===== src/rtl/cordic_wb_buffer.sv =====
// CORDIC write-back buffer: packs pipeline results into 48-bit words, queues them in a FIFO and
// drives a valid/ready result-RAM port. Define CORDIC_WB_SAT_EN to saturate residuals (adds sat_hit).
module cordic_wb_buffer #(
  parameter int DEPTH     = 8,
  parameter int AW        = 3,
  parameter int FRAME_LEN = 128
) (
  input  logic          clk,
  input  logic          reset,
  input  logic          wen_in,
  input  logic [9:0]    index_cor,
  input  logic [15:0]   XM,
  input  logic [15:0]   YM,
  input  logic [15:0]   XR,
  input  logic [15:0]   YR,
  input  logic          mem_ready,
  output logic          mem_wen,
  output logic [9:0]    mem_addr,
  output logic [47:0]   mem_d,
  output logic          frame_done,
  output logic          overflow,
`ifdef CORDIC_WB_SAT_EN
  output logic          sat_hit,
`endif
  output logic [AW:0]   level
);

  localparam int FCW = $clog2(FRAME_LEN) + 1;
  localparam logic [AW:0]  FULL_LVL = (AW+1)'(DEPTH);
  localparam logic [FCW-1:0] FRAME_TOP = FCW'(FRAME_LEN - 1);

  logic [57:0]    fifo_mem [DEPTH];
  logic [AW-1:0]  wr_ptr, rd_ptr;
  logic [FCW-1:0] frame_left;
  logic [7:0]     xr_f, yr_f;
  logic [57:0]    entry;
  logic           xfer, pop, push, full, fifo_empty;

`ifdef CORDIC_WB_SAT_EN
  logic sat_now;
  assign xr_f    = (XR[15:8] != 8'd0) ? 8'hFF : XR[7:0];
  assign yr_f    = (YR[15:8] != 8'd0) ? 8'hFF : YR[7:0];
  assign sat_now = (XR[15:8] != 8'd0) || (YR[15:8] != 8'd0);
`else
  logic unused_res_hi;
  assign xr_f = XR[7:0];
  assign yr_f = YR[7:0];
  assign unused_res_hi = ^{XR[15:8], YR[15:8]};
`endif

  assign entry      = {index_cor, XM, xr_f, YM, yr_f};
  assign xfer       = mem_wen && mem_ready;
  assign fifo_empty = (level == '0);
  assign full       = (level == FULL_LVL);
  // Head moves to the output register whenever that register is free or emptying this edge.
  assign pop        = !fifo_empty && (!mem_wen || mem_ready);
  assign push       = wen_in && (!full || pop);

  always_ff @(posedge clk) begin
    if (push) fifo_mem[wr_ptr] <= entry;
  end

  always_ff @(posedge clk or negedge reset) begin
    if (!reset) begin
      wr_ptr     <= '0;
      rd_ptr     <= '0;
      level      <= '0;
      mem_wen    <= 1'b0;
      mem_addr   <= '0;
      mem_d      <= '0;
      overflow   <= 1'b0;
      frame_done <= 1'b0;
      frame_left <= FRAME_TOP;
`ifdef CORDIC_WB_SAT_EN
      sat_hit    <= 1'b0;
`endif
    end else begin
      if (push) wr_ptr <= wr_ptr + 1'b1;
      if (pop)  rd_ptr <= rd_ptr + 1'b1;

      case ({push, pop})
        2'b10:   level <= level + 1'b1;
        2'b01:   level <= level - 1'b1;
        default: level <= level;
      endcase

      if (wen_in && full && !pop) overflow <= 1'b1;

      if (pop) begin
        {mem_addr, mem_d} <= fifo_mem[rd_ptr];
        mem_wen           <= 1'b1;
      end else if (xfer) begin
        mem_wen <= 1'b0;
      end

      // Down-counter over accepted words; terminal count marks the last word of a frame.
      frame_done <= xfer && (frame_left == '0);
      if (xfer) begin
        if (frame_left == '0) frame_left <= FRAME_TOP;
        else                  frame_left <= frame_left - 1'b1;
      end

`ifdef CORDIC_WB_SAT_EN
      sat_hit <= push && sat_now;
`endif
    end
  end

endmodule


===== config.mk =====
export PLATFORM = sky130hd
export DESIGN_NAME = cordic_wb_buffer
export DESIGN_NICKNAME = d
export VERILOG_FILES = /design/src/rtl/cordic_wb_buffer.sv
export SDC_FILE = /design/constraint.sdc
export NUM_CORES = 1
export LEC_CHECK = 0
export CORE_UTILIZATION = 45
export CTS_BUF_LIST = sky130_fd_sc_hd__clkbuf_16
export DETAILED_ROUTE_END_ITERATION = 7
export GPL_TIMING_DRIVEN = 0
export PLACE_DENSITY = 0.66
export SLEW_MARGIN = 30
export SYNTH_ARGS = -nofsm -noshare
export SYNTH_HDL_FRONTEND = slang
export SYNTH_SLANG_ARGS = --single-unit

===== constraint.sdc =====
create_clock -name clk -period 4.9 [get_ports clk]
set_input_delay 0.98 -clock clk [delete_from_list [all_inputs] [get_ports clk]]
set_output_delay 0.98 -clock clk [all_outputs]
set_load 0.03 [all_outputs]

==> results of run 1 <==
-- power by group through the flow --
stage	clock network (mW)	logic, mW	registers [mW]
final	4.16	5.35	6.29
after global routing	4.40	5.76	6.37
after CTS	4.23	5.42	6.30
after detailed placement	0	5.40	6.39
after global placement	0	5.04	6.46
after floorplan	0	2.77	6.91
-- registers in the layout (all words and copies together) (netlist names) --
name / count
frame_done: 1
frame_left: 8
fifo_mem: 464
wr_ptr: 3
mem_d: 48
rd_ptr: 3
overflow: 1
level: 4
mem_addr: 10
mem_wen: 1
-- routing by layer --
layer	GRT usage [%]	vias to the layer above	part of all wire, %
li1	-	5232	-
met1	27.5	5830	45
met2	32.0	299	48
met3	3.89	62	5.7
met4	4.65	6	1.7
met5	0	-	0.078
-- how the worst max path moves through the flow --
stage                 endpoint  cells after the start  slack (ns)  startpoint
6_report        fifo_mem[5][6]                     10        1.67   mem_ready
5_1_grt         fifo_mem[5][6]                     10        1.54   mem_ready
3_3_place_gp   fifo_mem[7][15]                      6       -2.58   mem_ready
4_1_cts         fifo_mem[5][9]                     10        1.72   mem_ready
3_5_place_dp    fifo_mem[5][4]                     10        1.10   mem_ready
2_1_floorplan   fifo_mem[0][0]                      3        0.31      wen_in
-- Yosys cell counts (3+ instances only) --
cell      count  area, µm²
inv_1         4       15.0
buf_6         6       67.6
xor2_1        3       26.3
nor2_1       11       41.3
dfstp_2       7        184
clkbuf_1     19       71.3
edfxtp_1    464      13900
o21ai_0       5       25.0
a22oi_1     116        871
nand2_1     131        492
nor2b_1       3       18.8
buf_2        25        125
mux2i_1     233       2330
buf_1         4       15.0
ha_1          5       62.6
buf_4        14        105
nand3_1      63        315
nor3_1        6       30.0
dfrtp_1      72       1800
xnor2_1       7       61.3
-- area by class of cell --
type	count	area, µm²
Timing Repair Buffer	157	1930
Inverter	4	15.0
Multi-Input combinational cell	619	4620
Clock inverter	45	427
Clock buffer	55	1380
Antenna cell	3	7.51
Sequential cell	543	15900
Buffer	71	414
Tap cell	600	751
Fill cell	3532	20100
-- kinds of logic (layout without fill, tap and decap cells) --
logic type	after synthesis	count (layout)	share of synthesized area, %
multiplexers	235	235	11.3
buffers and inverters	75	332	2.05
adder cells (fa/ha/maj)	5	5	0.299
XOR/XNOR	10	10	0.419
AND/OR/NAND/NOR	232	232	4.93
AO/OA/AOI/OAI	137	137	4.88
flip-flops	543	543	76.2
other	0	3	0
==> results_dict.tcl, run 1 <==
set metrics [dict create \
    reg2reg_depth 9 \
    crit_top_cell "buf_6" \
    globalplace.congestion 0.762 \
    r2r-end "fifo_mem[5][6]" \
    hpwl_um 29900 \
    cp_data_required_time_ns 5.20 \
    drive_gt1_share_pct 12.3 \
    timing.final.ws_setup_ns 1.67 \
    synthDistinctLibCells 49 \
    areaGrowthSynthToFinish_pct 21.8 \
    p_leak_nw 9.21 \
    async_reset_ff_share_pct 14.5 \
    grt_pass1_vias 11500 \
    die_h_um 218 \
    slew_violations 0 \
    final_area_mm2 0.0255 \
    dr.first_iter.drc_count 904 \
    antenna_found_initial 6 \
    wl_per_cell_um 22.1 \
    dr.pass1.iters 7 \
    synthFlopType "edfxtp_1" \
    max_freq_mhz 310 \
    cp-end-kind "flip-flop" \
    dieArea_mm2 0.0473 \
    layout_commonest_cell "edfxtp_1" \
    rsz0062_at_grt "no" \
    critical-path-max-stage-delay_ns 0.52 \
    root_buffer "clkbuf_16" \
    fin_hold_ws_ns 0.290 \
    placed_area_mm2 0.0237 \
    num_rows 78 \
    power_frac_comb_pct 33.8 \
    vdd_ir_drop_max_uv 465 \
    seq_area_frac_synth_pct 76.2 \
    ctsResizeCount 0 \
    fin_crit_sh_pct 65.8 \
    die_w_um 218 \
    core_area_mm2 0.0456 \
    powerDensity_mw_per_mm2 620 \
    final_cell_mix "edfxtp_1 (464), mux2i_1 (233), nand2_1 (131), clkdlybuf4s50_1 (124), a22oi_1 (116)" \
    grt_pass1_wl_um 69600 \
    synth_area_mm2 0.0209 \
    tightest_slew_ns 0.720 \
    synth_seq_cells 543 \
    cts_htree_levels 2 \
    vias_per_cell 5.45 \
    path_buf_inv 6 \
    p_total_mw 15.8 \
    drv_cap 0 \
    slew-limit-headroom_pct 52.0 \
    numClockSinks 543 \
    synth_nets 1320 \
    finalNonFillerCells 2097 \
    start_util_pct 45.9 \
    crit_arrival_ns 3.53 \
    track_usage_pct 19.8 \
    cp_slowest_cell "clkdlybuf4s50_1" \
    clk_path_buf_depth 3 \
    finClkSkew_ns 0.0254 \
    ff2ff_setup_slack_ns 2.09 \
    portBuffers 125 \
    worstSetupStartpointType "input port" \
    status "finished, final reports clean" \
    critPathKind "in -> reg" \
    power_frac_seq_pct 39.8 \
    hold_viol 0 \
    drc_errors 0 \
    cts_tree "built" \
    totalNegativeSetupSlack_ns 0 \
    crit_path_cell_trace "clkdlybuf4s50_1 > nor2b_1 > clkbuf_1 > nand3_1 > nand2_1 > nor3_4 > buf_6 > buf_6 > buf_6 > buf_8" \
    antenna_left 0 \
    grt_max_degree 44 \
    wl_um 46300 \
    swShare_pct 33.7 \
    finish.utilization_pct 55.9 \
    cts.clk_slew.worst_paths_ns 0.06 \
    power.switching_mw 5.33 \
    crit_fanout 11 \
    synth-edff-count 464 \
    avgSynthCellArea_um2 16.9 \
    clk_latency_ns 0.60 \
    post_cts_buffers 0 \
    grt.overflow.total 0 \
    dp_slack_ns 1.10 \
    dp_cells 1994 \
    cp_top_family "buffers and inverters" \
    cts_made_buffers 55 \
    layout.nets 1534 \
    synthesis.yosys.warnings 0 \
    power_frac_clock_pct 26.3 \
    timing.rr.start "mem_wen" \
    vias 11400 \
    postCtsHoldBufs 0 \
    internal_power_mw 10.5 \
    ioPinCount 143 \
    syn_inst 1237 \
    setup_viol 0 \
    min-delay-path-class "in -> async" \
    min_period_ns 3.23 \
]
Power figures use the tool's default switching activity.
==> run 2: changes to the inputs <==
Clock period 4.9 ns to 2.8 ns, I/O delays scaled along.
==> run 2 against run 1 <==
  * Sequential cell count is the same
  * Register-to-register slack worse by 2.0 ns
  * First-iteration DRC count grew 5.4%
  * Non-clock buffer count grew 4
  * Die area is the same
  * Critical path depth is the same
  * Sequential power up 75%
  * Cell count increased by 0.19%
  * Count of clock-buffer cells in the layout fell by 1
  * Critical endpoint is now level[2]
  * Largest cell class unchanged
==> results_dict.tcl, run 2 (synthesis gave the netlist of run 1 again) <==
set metrics [dict create \
    wl_per_cell_um 22.5 \
    p_leak_nw 9.32 \
    vias_per_cell 5.41 \
    swShare_pct 33.4 \
    placed_area_mm2 0.0238 \
    dieArea_mm2 0.0473 \
    crit_path_cell_trace "buf_4 > or3_4 > o21ai_4 > nor2_1 > xor2_1 > ha_1 > nand2_1 > nor3_1 > a211oi_1 > xnor2_1" \
    grt_pass1_vias 11400 \
    portBuffers 125 \
    largest_register "fifo_mem" \
    seqCellArea_mm2 0.0159 \
    die_w_um 218 \
    r2r-end "level[2]" \
    cts_made_buffers 54 \
    slew-limit-headroom_pct 52.8 \
    grt.overflow.total 0 \
    crit_arrival_ns 3.18 \
    min_period_ns 2.66 \
    final_cell_mix "edfxtp_1 (464), mux2i_1 (233), nand2_1 (129), clkdlybuf4s50_1 (124), a22oi_1 (116)" \
    num_rows 78 \
    internal_power_mw 18.7 \
    hpwl_um 30500 \
    vdd_ir_drop_max_uv 590 \
    hold_viol 0 \
    path_buf_inv 1 \
    clk_path_buf_depth 3 \
    cp_slowest_cell "o21ai_4" \
    power_frac_seq_pct 39.3 \
    antenna_left 0 \
    numClockSinks 543 \
    die_h_um 218 \
    critical-path-max-stage-delay_ns 0.55 \
    ioPinCount 143 \
    cts.clk_slew.worst_paths_ns 0.06 \
    rsz0062_at_grt "no" \
    drc_errors 0 \
    power_frac_comb_pct 33.8 \
    drive_gt1_share_pct 12.9 \
    track_usage_pct 20.2 \
    grt_pass1_wl_um 70700 \
    setup_viol 0 \
    dr.pass1.iters 5 \
    cp-end-kind "flip-flop" \
    multi_input_area_mm2 0.00465 \
    reg2reg_depth 10 \
    max_freq_mhz 376 \
    drv_cap 0 \
    min-delay-start "wen_in" \
    crit_fanout 10 \
    layout_commonest_cell "edfxtp_1" \
    finClkSkew_ns 0.0118 \
    finish.utilization_pct 56.4 \
    areaGrowthSynthToFinish_pct 22.9 \
    powerDensity_mw_per_mm2 1090 \
    holdPathEnd "wr_ptr[0]" \
    power_frac_clock_pct 26.9 \
    fin_crit_sh_pct 95.0 \
    start_util_pct 45.9 \
    postCtsHoldBufs 1 \
    antenna_found_initial 3 \
    critPathKind "reg -> reg" \
    min-delay-path-class "in -> reg" \
    globalplace.congestion 0.773 \
    dr.first_iter.drc_count 953 \
    power.switching_mw 9.39 \
    slew_violations 0 \
    worstSetupStartpointType "flip-flop" \
    cp_top_family "compound AO/OA/AOI/OAI gates" \
    top_regs "fifo_mem (464), mem_d (48), mem_addr (10)" \
    core_area_mm2 0.0456 \
    ctsResizeCount 0 \
    vias 11400 \
    dp_slack_ns -0.245 \
    post_cts_buffers 0 \
    largest_reg_flops 464 \
    cts_tree "built" \
    layout.nets 1537 \
    p_total_mw 28.1 \
    status "finished, final reports clean" \
    clk_latency_ns 0.61 \
    timing.final.ws_setup_ns 0.139 \
    hold_depth 3 \
    final_area_mm2 0.0257 \
    tightest_slew_ns 0.708 \
    cp_data_required_time_ns 3.32 \
    ff2ff_setup_slack_ns 0.14 \
    cts_htree_levels 2 \
    wl_um 47400 \
    root_buffer "clkbuf_16" \
    n_fill_cell 3482 \
    grt_max_degree 48 \
    timing.rr.start "level[1]" \
]
## run 2: changes by cell type in the layout (fill, tap and decap cells not counted), sizes merged
cell / change
bufinv: +4
buf: +3
clkinvlp: -2
diode: -2
inv: +2
clkbuf: -1
clkinv: -1
dlygate4sd3: +1
## run 2: routing by layer
| layer | up-vias | share of wire [%] | track usage, % |
|---|---|---|---|
| met5 | - | 0.046 | 0 |
| met4 | 4 | 1.6 | 5.40 |
| met3 | 53 | 6.0 | 3.72 |
| met2 | 327 | 48 | 32.3 |
| met1 | 5751 | 45 | 28.4 |
| li1 | 5238 | - | - |
## run 2: cell type report
cell class	count	area share (%)
Sequential cell	543	62.0
Multi-Input combinational cell	619	18.1
Timing Repair Buffer	161	7.88
Clock inverter	48	2.08
Inverter	4	0.0584
Antenna cell	1	0.00974
Tap cell	600	2.92
Clock buffer	54	5.26
Buffer	71	1.71
## run 2: worst register-to-register path: stages, from the launching register on
cell,delay (ns)
dfrtp_2,0.40
buf_4,0.17
or3_4,0.40
o21ai_4,0.55
nor2_1,0.12
xor2_1,0.17
ha_1,0.21
nand2_1,0.10
nor3_1,0.05
a211oi_1,0.27
xnor2_1,0.14
## run 2: power by group through the flow
stage                     logic [mW]  registers [mW]  clock network (mW)
after CTS                       9.61            11.1                7.69
after floorplan                 4.93            12.0                   0
after global routing            10.2            11.2                7.98
final                           9.48            11.0                7.56
after detailed placement        9.57            11.2                   0
after global placement          8.93            11.2                   0
## run 2: how the worst max path moves through the flow
stage | startpoint | to | slack [ns] | cells after the start
2_1_floorplan | wen_in | fifo_mem[0][0] | -0.32 | 3
3_3_place_gp | reset | level[2] | -2.52 | 1
3_5_place_dp | mem_ready | fifo_mem[3][1] | -0.25 | 9
4_1_cts | level[1] | level[2] | 0.13 | 10
5_1_grt | level[1] | level[2] | 0.01 | 10
6_report | level[1] | level[2] | 0.14 | 10
## run 2: stage by stage
| stage | TNS (ns) | instances | hold WS, ns |
|---|---|---|---|
| after floorplan | -38.68 | 1237 | 0.264 |
| after global routing | 0 | 2100 | 0.342 |
| after CTS | 0 | 2100 | 0.318 |
| final | 0 | 2101 | 0.348 |
| after global placement | -846.14 | 1962 | 0.456 |
| after detailed placement | -8.86 | 1997 | 0.458 |
